--- config.mk ---
export PLATFORM = sky130hd
export DESIGN_NAME = datapath_sequencer
export DESIGN_NICKNAME = d
export VERILOG_FILES = /design/src/rtl/datapath_seq_pkg.sv /design/src/rtl/datapath_seq_decode.sv /design/src/rtl/datapath_sequencer.sv
export SDC_FILE = /design/constraint.sdc
export NUM_CORES = 1
export LEC_CHECK = 0
export ABC_CLOCK_PERIOD_IN_PS = 3100
export CAP_MARGIN = 0
export CORE_MARGIN = 4
export CORE_UTILIZATION = 45
export DETAILED_ROUTE_END_ITERATION = 12
export GPL_ROUTABILITY_DRIVEN = 1
export PLACE_DENSITY = 0.78
export SETUP_SLACK_MARGIN = 0.05
export SLEW_MARGIN = 10
export SYNTH_ARGS = -nofsm -noshare
export SYNTH_HDL_FRONTEND = slang
export SYNTH_HIERARCHICAL = 1
export SYNTH_SLANG_ARGS = --single-unit
--- constraint.sdc ---
create_clock -name clk -period 3.1 [get_ports clk]
set_input_delay 0.62 -clock clk [delete_from_list [all_inputs] [get_ports clk]]
set_output_delay 0.62 -clock clk [all_outputs]
set_load 0.03 [all_outputs]
--- src/rtl/datapath_seq_pkg.sv ---
// Shared types and encodings for the datapath sequencer: state enum,
// opcode/op constants, vsel/aluop encodings and instruction field positions.
`default_nettype none

package datapath_seq_pkg;

  typedef enum logic [2:0] {
    S_WAIT      = 3'd0,
    S_DECODE    = 3'd1,
    S_WRITE_IMM = 3'd2,
    S_GET_A     = 3'd3,
    S_GET_B     = 3'd4,
    S_ALU       = 3'd5,
    S_WRITE_REG = 3'd6
`ifdef DATAPATH_SEQ_TRAP_EN
    ,
    S_TRAP      = 3'd7
`endif
  } state_t;

  localparam logic [2:0] OPC_MOV = 3'b110;
  localparam logic [2:0] OPC_ALU = 3'b101;

  localparam logic [1:0] OP_MOVIMM = 2'b10;
  localparam logic [1:0] OP_MOVREG = 2'b00;
  localparam logic [1:0] OP_ADD    = 2'b00;
  localparam logic [1:0] OP_CMP    = 2'b01;
  localparam logic [1:0] OP_AND    = 2'b10;
  localparam logic [1:0] OP_MVN    = 2'b11;

  localparam logic [1:0] VSEL_C   = 2'b00;
  localparam logic [1:0] VSEL_IMM = 2'b01;

  localparam logic [1:0] ALUOP_ADD  = 2'b00;
  localparam logic [1:0] ALUOP_SUB  = 2'b01;
  localparam logic [1:0] ALUOP_AND  = 2'b10;
  localparam logic [1:0] ALUOP_NOTB = 2'b11;

  localparam int OPC_LSB  = 13;
  localparam int OP_LSB   = 11;
  localparam int RN_LSB   = 8;
  localparam int RD_LSB   = 5;
  localparam int SH_LSB   = 3;
  localparam int RM_LSB   = 0;
  localparam int IMM8_LSB = 0;

endpackage

`default_nettype wire

--- src/rtl/datapath_seq_decode.sv ---
// Combinational field extraction and classification of the latched instruction.
`default_nettype none

module datapath_seq_decode
  import datapath_seq_pkg::*;
#(
  parameter int DATA_W  = 16,
  parameter int RADDR_W = 3
) (
  input  logic [DATA_W-1:0]  ir,
  output logic [RADDR_W-1:0] rn,
  output logic [RADDR_W-1:0] rd,
  output logic [RADDR_W-1:0] rm,
  output logic [1:0]         op,
  output logic [1:0]         sh,
  output logic [7:0]         imm8,
  output logic               is_movimm,
  output logic               is_movreg,
  output logic               is_alu3,
  output logic               is_cmp,
  output logic               is_mvn,
  output logic               is_undef
);

  logic [2:0] opcode;

  assign opcode = ir[OPC_LSB +: 3];
  assign op     = ir[OP_LSB +: 2];
  assign rn     = ir[RN_LSB +: RADDR_W];
  assign rd     = ir[RD_LSB +: RADDR_W];
  assign rm     = ir[RM_LSB +: RADDR_W];
  assign sh     = ir[SH_LSB +: 2];
  assign imm8   = ir[IMM8_LSB +: 8];

  assign is_movimm = (opcode == OPC_MOV) && (op == OP_MOVIMM);
  assign is_movreg = (opcode == OPC_MOV) && (op == OP_MOVREG);
  // ADD and AND share the three-operand read/ALU/write-back sequence
  assign is_alu3   = (opcode == OPC_ALU) && ((op == OP_ADD) || (op == OP_AND));
  assign is_cmp    = (opcode == OPC_ALU) && (op == OP_CMP);
  assign is_mvn    = (opcode == OPC_ALU) && (op == OP_MVN);
  assign is_undef  = !(is_movimm || is_movreg || is_alu3 || is_cmp || is_mvn);

endmodule

`default_nettype wire

--- src/rtl/datapath_sequencer.sv ---
// Instruction sequencer for the register file / ALU datapath; registered Moore outputs.
// Define DATAPATH_SEQ_TRAP_EN to trap undefined opcodes instead of treating them as NOPs.
`default_nettype none

module datapath_sequencer
  import datapath_seq_pkg::*;
#(
  parameter int DATA_W  = 16,
  parameter int RADDR_W = 3
) (
  input  logic               clk,
  input  logic               reset,
  input  logic               s,
  input  logic [DATA_W-1:0]  instr,
  output logic               w,
  output logic [RADDR_W-1:0] readnum,
  output logic [RADDR_W-1:0] writenum,
  output logic               write,
  output logic               loada,
  output logic               loadb,
  output logic               loadc,
  output logic               loads,
  output logic               asel,
  output logic [1:0]         vsel,
  output logic [1:0]         shift,
  output logic [1:0]         aluop,
  output logic [DATA_W-1:0]  sximm8,
  output logic               illegal
);

  state_t              state;
  logic [DATA_W-1:0]   ir;
  logic [RADDR_W-1:0]  rn, rd, rm;
  logic [1:0]          op, sh;
  logic [7:0]          imm8;
  logic                is_movimm, is_movreg, is_alu3, is_cmp, is_mvn, is_undef;

  datapath_seq_decode #(
    .DATA_W  (DATA_W),
    .RADDR_W (RADDR_W)
  ) u_decode (
    .ir        (ir),
    .rn        (rn),
    .rd        (rd),
    .rm        (rm),
    .op        (op),
    .sh        (sh),
    .imm8      (imm8),
    .is_movimm (is_movimm),
    .is_movreg (is_movreg),
    .is_alu3   (is_alu3),
    .is_cmp    (is_cmp),
    .is_mvn    (is_mvn),
    .is_undef  (is_undef)
  );

  assign sximm8 = {{(DATA_W-8){imm8[7]}}, imm8};

`ifdef DATAPATH_SEQ_TRAP_EN
  logic illegal_q;
  assign illegal = illegal_q;
`else
  assign illegal = 1'b0;
`endif

  // Outputs are registered from the current state, so they trail the state by
  // one cycle; a new start is only accepted once w itself is visible high.
  always_ff @(posedge clk or posedge reset) begin
    if (reset) begin
      state    <= S_WAIT;
      ir       <= '0;
      w        <= 1'b1;
      readnum  <= '0;
      writenum <= '0;
      write    <= 1'b0;
      loada    <= 1'b0;
      loadb    <= 1'b0;
      loadc    <= 1'b0;
      loads    <= 1'b0;
      asel     <= 1'b0;
      vsel     <= VSEL_C;
      shift    <= '0;
      aluop    <= '0;
`ifdef DATAPATH_SEQ_TRAP_EN
      illegal_q <= 1'b0;
`endif
    end else begin
      w        <= 1'b0;
      readnum  <= '0;
      writenum <= '0;
      write    <= 1'b0;
      loada    <= 1'b0;
      loadb    <= 1'b0;
      loadc    <= 1'b0;
      loads    <= 1'b0;
      asel     <= 1'b0;
      vsel     <= VSEL_C;
      shift    <= '0;
      aluop    <= '0;
      case (state)
        S_WAIT: begin
          w <= 1'b1;
          if (s && w) begin
            ir    <= instr;
            state <= S_DECODE;
          end
        end
        S_DECODE: begin
          if (is_movimm)                 state <= S_WRITE_IMM;
          else if (is_movreg || is_mvn)  state <= S_GET_B;
          else if (is_alu3 || is_cmp)    state <= S_GET_A;
`ifdef DATAPATH_SEQ_TRAP_EN
          else if (is_undef)             state <= S_TRAP;
`endif
          else                           state <= S_WAIT;
        end
        S_WRITE_IMM: begin
          write    <= 1'b1;
          writenum <= rn;
          vsel     <= VSEL_IMM;
          state    <= S_WAIT;
        end
        S_GET_A: begin
          readnum <= rn;
          loada   <= 1'b1;
          state   <= S_GET_B;
        end
        S_GET_B: begin
          readnum <= rm;
          loadb   <= 1'b1;
          state   <= S_ALU;
        end
        S_ALU: begin
          shift <= sh;
          aluop <= is_movreg ? ALUOP_ADD : op;
          asel  <= is_movreg;
          loadc <= !is_cmp;
          loads <= is_cmp;
          state <= is_cmp ? S_WAIT : S_WRITE_REG;
        end
        S_WRITE_REG: begin
          write    <= 1'b1;
          writenum <= rd;
          vsel     <= VSEL_C;
          state    <= S_WAIT;
        end
`ifdef DATAPATH_SEQ_TRAP_EN
        S_TRAP: begin
          illegal_q <= 1'b1;
        end
`endif
        default: state <= S_WAIT;
      endcase
    end
  end

endmodule

`default_nettype wire

[After elaboration in Yosys (flattened, before gate mapping)]
Cells that the tools add are included.
Storage, ports and cells
  word-level logic and storage cells: 59
  bits in read-only memories: 0
  flip-flop bits (word level): 38
  latch bits: 0
  input port bits: 19
  RAM bits: 0
  memories: 0
Cells by class
  reductions and logical operators: 14
  multiply operators: 0
  $lt $le $gt $ge: 0
  mux-type cells: 19
  add/subtract/negate cells: 0
  divide/modulo/power cells: 0
  eq/ne operators: 12
  shift-type cells: 0
  bitwise operators: 0
Operators with widths (number)
  3-bit equality test (second input constant): 5
  3-bit case mux with 5 select lines: 1
  3-bit 2-to-1 mux: 4
  3-bit case mux with 2 select lines: 2
  1-bit 2-to-1 mux: 8
  2-bit 2-to-1 mux: 4
  3-bit by 2-bit equality test with 1-bit output (second input constant): 2
  1-bit logical AND: 6
  2-bit equality test (second input constant): 2
  3-bit by 1-bit equality test with 1-bit output (second input constant): 1
  3-bit logical NOT: 1
  1-bit logical OR: 3
  2-bit by 1-bit equality test with 1-bit output (second input constant): 1
  2-bit logical NOT: 1
  2-bit != test (second input constant): 1
  2-bit AND reduction: 1
  2-bit OR reduction: 1
  1-bit logical NOT: 1

[Logic depth before layout (Yosys ltp)]
Gate-level depths: netlist (run 1).
  word-level depth: 8
  mapped depth: 6

[Cells and area by module]
The synthesis (run 1) kept the hierarchy.
Modules (own cells, without submodules)
  datapath_sequencer: area each 1534.0 sq um, seq. area each 927.1 sq um, cells an instance 107, times used 1
  datapath_seq_decode: area each 224.0 sq um, seq. area each 0.0 sq um, cells an instance 31, times used 1

[Worst setup path after synthesis (run 1)]
Ideal clock, no wire load.
  kind: register to register
  start: register w
  end: register ir[0]
  buffers on the path: 2
  clock period less this slack: 1.517 ns
  setup slack: 1.583 ns
  arrival: 1.392 ns
  stages on the path, launching flop included: 6
  required time: 2.975 ns
  cells stage by stage: dfstp_2 > nand2_1 > nor2b_4 > buf_6 > buf_12 > mux2_4
On the way
  cells in the longest elaborated chain, start to end: 2
Ends and longest elaborated chain
  start: declaration: line datapath_sequencer.sv:15  | output logic w,
  start signal: assignment: line datapath_sequencer.sv:72  | w <= 1'b1;
  start signal: assignment: line datapath_sequencer.sv:88  | w <= 1'b0;
  start signal: assignment: line datapath_sequencer.sv:102  | w <= 1'b1;
  1-bit logical AND: line datapath_sequencer.sv:103  | if (s && w) begin
  2-bit AND reduction (no source line)
  end signal: assignment: line datapath_sequencer.sv:104  | ir <= instr;
  end: declaration: line datapath_sequencer.sv:32  | logic [DATA_W-1:0] ir;
Every way passes these cells.
A chain may end at the register's enable or synchronous reset.

[Final worst setup path (run 1)]
  start: register ir[7]
  end: output sximm8[12]
RTL lines
  end: declaration: line datapath_sequencer.sv:27  | output logic [DATA_W-1:0] sximm8,
No word-level cell between the ends.

==> reports/results.tsv, run 1 <==
stage	metric	value	unit
critical_path	reg2reg_depth	3	
grt	grt_pass1_wl	4980	microns
grt	grt_max_degree	22	
critical_path	path_delay_family	buffers and inverters	
critical_path	cp-startpoint	ir[7]	
pwr	p_switching	902	uW
min_path	hold_path_end	shift[0]	
die	core_area	0.00372	sq mm
detailed_routing	dr.pass1.iters	4	
placed_design	place.gp.congestion	0.828	
min_path	whs_path_depth	1	
sta	clock.fmax	460	MHz
pwr	sw_frac_of_total	0.377	
critical_path	worstSetupStartpointType	register	
sta	rsz0062_at_grt	false	
cells_and_area	antennaDiodeCount	0	
sta	setup_viol_count_final	0	
run	cap_violations	0	
sta	period_share	0.702	
clocking	htree_levels	2	
clocking	cts_tree	built	
sta	tightest_slew	0.627	ns
die	num_rows	22	
die	die_h	70.4	microns
cells_and_area	synthToLayoutAreaGrowth	24.4	%
pwr	power.density	1100	mW/mm^2
logic_synthesis	synthCells	137	
placed_design	dpl.cell_count	204	
clocking	hold_buffers	0	
pwr	combPwrFrac	0.473	
sta	max-slew-margin-rel	0.581	
sta	layout_setup_ws	0.925	ns
die	start_util	0.472	
critical_path	r2r-end	ir[11]	
logic_synthesis	syn-mean-instance-area	12.8	sq um
min_path	hold_path.class	reg -> reg	
clocking	cts_buffer_depth	2	
detailed_routing	drt-wirelength-per-cell	14.2	microns
die	die_area	0.00496	sq mm
critical_path	reg2reg_slack	1.32	ns
placed_design	port_buffers	52	
detailed_routing	via_per_inst	4.64	
critical_path	timing.rr.start	state[0]	
critical_path	required	2.48	ns
critical_path	worstSetupPathType	reg -> out	
pwr	p_int	1.49	mW
pwr	p_seq_frac	0.351	
run_status	status	complete, no violations	
clocking	cts_buffers	5	
die	die_w	70.4	microns
grt	grt_pass1_vias	1026	
critical_path	cp.arrival	1.56	ns
critical_path	cp-end-kind	primary output	
grt	grt.total_usage	0.132	
sta	drv_slew	0	
grt	grt_overflow	0	
sta	skew	0.00776	ns
placed_design	pre_cts_slack	0.853	ns
detailed_routing	drc	0	
logic_synthesis	yosysWarnings	6	
cells_and_area	drive_gt1_frac	0.195	
cells_and_area	fin_cells	212	
detailed_routing	wl	3010	microns
clocking	cts.clk_slew.worst_paths	0.07	ns
detailed_routing	vias	983	
logic_synthesis	syn-cell-area	0.00175	sq mm
critical_path	max_stage_delay	0.75	ns
min_path	min-delay-start	ir[3]	
sta	period_needed	2.18	ns
critical_path	critPathSlowestCell	clkdlybuf4s50_1	
critical_path	path_buf_inv	1	
die	num_io_pins	55	
placed_design	dp_hpwl	2290	microns
critical_path	critical_path.cell_chain	clkdlybuf4s50_1	
grt	antenna_found_initial	0	
sta	hold_violations	0	
clocking	insertion_delay	0.29	ns
clocking	cts-resized-gates	0	
critical_path	crit_fanout	11	
detailed_routing	drt_first_iter_violations	70	
clocking	cts_setup_buffers	0	
clocking	cts_num_sinks	37	
pwr	p_leak	0.968	nW
cells_and_area	nets	182	
pwr	power_frac_clock	0.176	
pwr	vdd_ir_drop_max	490	uV
detailed_routing	drtAntennaViolNets	0	
sta	tns	0	ns
clocking	root_buffer	clkbuf_8	
flip-flops by register name, summed over array words and instances (netlist names), 2 cells and up:
| register | flops |
|---|---|
| readnum | 3 |
| shift | 2 |
| aluop | 2 |
| state | 3 |
| ir | 16 |
| writenum | 3 |
how the worst max path moves through the flow:
stage / to / slack [ns] / cells past startpoint
4_1_cts: sximm8[12] / 0.90 / 1
6_report: sximm8[12] / 0.92 / 1
5_1_grt: sximm8[8] / 0.87 / 1
3_3_place_gp: ir[10] / 0.91 / 4
2_1_floorplan: ir[0] / 1.58 / 5
3_5_place_dp: ir[11] / 0.85 / 4
power groups by stage:
stage	clock, mW	combinational, mW	sequential, mW
floorplan	0	0.969	0.885
global placement	0	1.12	0.836
detailed placement	0	1.14	0.850
CTS	0.434	1.14	0.842
global route	0.450	1.19	0.872
finish	0.421	1.13	0.839
area by class of cell:
class / count / area, sq um
Clock inverter: 1 / 30.0
Inverter: 4 / 15.0
Fill cell: 321 / 1540
Timing Repair Buffer: 53 / 528
Tap cell: 48 / 60.1
Sequential cell: 37 / 927
Multi-Input combinational cell: 62 / 534
Clock buffer: 7 / 86.3
layer usage:
| layer | track usage | share of wire | up-vias | wire (microns) |
|---|---|---|---|---|
| met5 | 0 | 0 | - | 0 |
| met4 | 0.0681 | 0.023 | 0 | 70 |
| met3 | 0.0432 | 0.061 | 5 | 184 |
| met2 | 0.201 | 0.47 | 37 | 1430 |
| met1 | 0.167 | 0.44 | 469 | 1330 |
| li1 | - | - | 472 | - |
stage by stage:
stage	hold slack (ns)	instance area, sq um	power, mW	util
floorplan	0.482	1760	1.85	-
global placement	0.506	2060	1.95	0.556
detailed placement	0.508	2060	1.99	0.556
CTS	0.532	2180	2.42	0.587
global route	0.556	2180	2.52	0.587
finish	0.524	2180	2.39	0.587
placed cells by master, fill, tap and decap left out, types with 2 or more instances in the layout:
cell,count
nor3b_1,2
clkbuf_8,6
a22o_1,3
and2_1,6
a221oi_1,2
dfrtp_1,36
nor2_1,11
mux2_2,6
clkdlybuf4s50_1,52
mux2_4,10
inv_1,4
mux2i_1,3
conb_1,2
(Power assumes the default switching activity.)
==> run 2, diff against run 1 <==
--- a/config.mk
+++ b/config.mk
@@ -5,13 +5,13 @@
 export SDC_FILE = /design/constraint.sdc
 export NUM_CORES = 1
 export LEC_CHECK = 0
-export ABC_CLOCK_PERIOD_IN_PS = 3100
+export ABC_CLOCK_PERIOD_IN_PS = 1800
 export CAP_MARGIN = 0
 export CORE_MARGIN = 4
-export CORE_UTILIZATION = 45
+export CORE_UTILIZATION = 41
 export DETAILED_ROUTE_END_ITERATION = 12
 export GPL_ROUTABILITY_DRIVEN = 1
-export PLACE_DENSITY = 0.78
+export PLACE_DENSITY = 0.75
 export SETUP_SLACK_MARGIN = 0.05
 export SLEW_MARGIN = 10
 export SYNTH_ARGS = -nofsm -noshare
==> constraint.sdc (replaced) <==
create_clock -name clk -period 1.8 [get_ports clk]
set_input_delay 0.36 -clock clk [delete_from_list [all_inputs] [get_ports clk]]
set_output_delay 0.36 -clock clk [all_outputs]
set_load 0.03 [all_outputs]
==> run 2 against run 1 <==
Worst hold slack worse by 0.081 ns. Clock power is 34% higher. Power increased by 63%. Count of clock-buffer cells in the layout unchanged. Cell area fell by 0.17%. Core utilization decreased by 5.0 points. Clock skew decreased by 0.0032 ns. Sequential cell count is the same. Combinational power increased by 69%. Cell count grew 1.4%. Critical path type unchanged. Largest power group unchanged.
==> reports/results.tsv, run 2 (same netlist as run 1, synthesis figures left out) <==
stage	metric	value	unit
run_status	status	complete, no violations	
detailed_routing	drtAntennaViolNets	0	
clocking	htree_levels	2	
placed_design	place.gp.congestion	0.765	
critical_path	cp.depth	1	
clocking	cts_num_sinks	37	
critical_path	cp-startpoint	ir[6]	
placed_design	pre_cts_slack	0.0612	ns
cells_and_area	multiInputGateArea	534	sq um
critical_path	cp.arrival	1.34	ns
grt	grt_overflow	0	
run	cap_violations	0	
cells_and_area	final_common_cell	clkdlybuf4s50_1	
cells_and_area	nets	184	
die	die_area	0.00539	sq mm
critical_path	crit_end	sximm8[6]	
sta	tns	0	ns
sta	skew	0.00455	ns
critical_path	max_stage_delay	0.68	ns
die	num_io_pins	55	
die	die_w	73.4	microns
clocking	root_buffer	clkbuf_8	
detailed_routing	vias	979	
detailed_routing	drt-wirelength-per-cell	13.7	microns
die	die_h	73.4	microns
critical_path	crit_fanout	3	
critical_path	required	1.44	ns
pwr	power.density	1790	mW/mm^2
critical_path	reg2reg_slack	0.26	ns
sta	setup_viol_count_final	0	
cells_and_area	final_cell_mix	clkdlybuf4s50_1, dfrtp_1, nor2_1, dlygate4sd2_1, mux2_4	
critical_path	timing.rr.start	state[0]	
grt	grt_pass1_wl	4800	microns
critical_path	critPathSlowestCell	clkdlybuf4s50_1	
grt	antenna_found_initial	0	
clocking	cts_tree	built	
cells_and_area	n_fill_cell	345	
detailed_routing	wl	2940	microns
grt	grt_pass1_vias	1003	
sta	max-slew-margin-rel	0.663	
sta	drv_slew	0	
clocking	insertion_delay	0.29	ns
placed_design	dpl.cell_count	208	
clocking	hold_buffers	0	
cells_and_area	fin_cells	215	
sta	rsz0062_at_grt	false	
sta	clock.fmax	589	MHz
sta	period_needed	1.70	ns
detailed_routing	dr.pass1.iters	3	
min_path	whs_path_depth	1	
clocking	cts_buffers	5	
clocking	cts_setup_buffers	0	
clocking	cts.clk_slew.worst_paths	0.06	ns
detailed_routing	via_per_inst	4.55	
min_path	hold_path.class	reg -> reg	
critical_path	reg2reg_depth	4	
critical_path	cp-end-kind	primary output	
critical_path	path_buf_inv	1	
cells_and_area	largest-register	ir	
clocking	cts_buffer_depth	2	
die	start_util	0.432	
cells_and_area	synthToLayoutAreaGrowth	24.2	%
critical_path	critical_path.cell_chain	clkdlybuf4s50_1	
sta	tightest_slew	0.502	ns
detailed_routing	drc	0	
critical_path	worstSetupStartpointType	register	
sta	hold_violations	0	
cells_and_area	seqCellArea	927	sq um
cells_and_area	antennaDiodeCount	0	
sta	period_share	0.943	
placed_design	port_buffers	52	
cells_and_area	drive_gt1_frac	0.200	
placed_design	dp_hpwl	2240	microns
cells_and_area	largest_reg_flops	16	
pwr	vdd_ir_drop_max	895	uV
sta	layout_setup_ws	0.103	ns
pwr	p_leak	1.03	nW
critical_path	path_delay_family	buffers and inverters	
grt	grt.total_usage	0.121	
critical_path	r2r-end	ir[11]	
detailed_routing	drt_first_iter_violations	20	
critical_path	worstSetupPathType	reg -> out	
die	num_rows	23	
clocking	cts-resized-gates	11	
grt	grt_max_degree	38	
die	core_area	0.00406	sq mm
min_path	min-delay-start	state[2]	
## run 2: cell types whose count changed in the layout (fill, tap and decap cells not counted), sizes merged
cell	change
clkdlybuf4s50	-15
dlygate4sd2	+11
dlymetal6s2s	+4
buf	+2
bufinv	-1
## run 2: layout make-up
| class | instances | share of cell area |
|---|---|---|
| repair buffers | 55 | 0.253 |
| flip-flops and latches | 37 | 0.426 |
| clock buffers | 7 | 0.0397 |
| well taps | 50 | 0.0287 |
| inverters | 4 | 0.00690 |
| multi-input cells | 62 | 0.245 |
## run 2: worst min path at each step
stage | end | slack [ns]
after global routing | w | 0.47
after global placement | w | 0.42
after CTS | w | 0.44
after floorplan | ir[10] | 0.48
after detailed placement | w | 0.43
final | w | 0.44
## run 2: worst reg2reg max path, stage by stage, from the launching register on
cell and delay, ns:
dfrtp_1 0.48, nor3_4 0.25, nor2b_4 0.19, buf_12 0.17, mux2_2 0.35
## run 2: power breakdown
group          total (mW)  internal, mW  switching, mW
Sequential           1.41          1.15          0.261
Combinational        1.91         0.901           1.01
Clock               0.564         0.303          0.261
## run 2: through the flow
step | cell area [sq um] | util | hold slack, ns | total power [mW]
final | 2180 | 0.537 | 0.443 | 3.89
after global placement | 2090 | 0.516 | 0.421 | 3.41
after CTS | 2170 | 0.534 | 0.442 | 3.96
after detailed placement | 2090 | 0.516 | 0.429 | 3.47
after global routing | 2180 | 0.537 | 0.468 | 4.11
after floorplan | 1760 | - | 0.482 | 3.19
## run 2: routing by layer
layer  GRT usage  wire [microns]  vias to the layer above
li1            -               -                      476
met4      0.0724              93                        0
met5           0               0                        -
met1       0.140            1260                      459
met2       0.189            1380                       35
met3      0.0451             208                        9
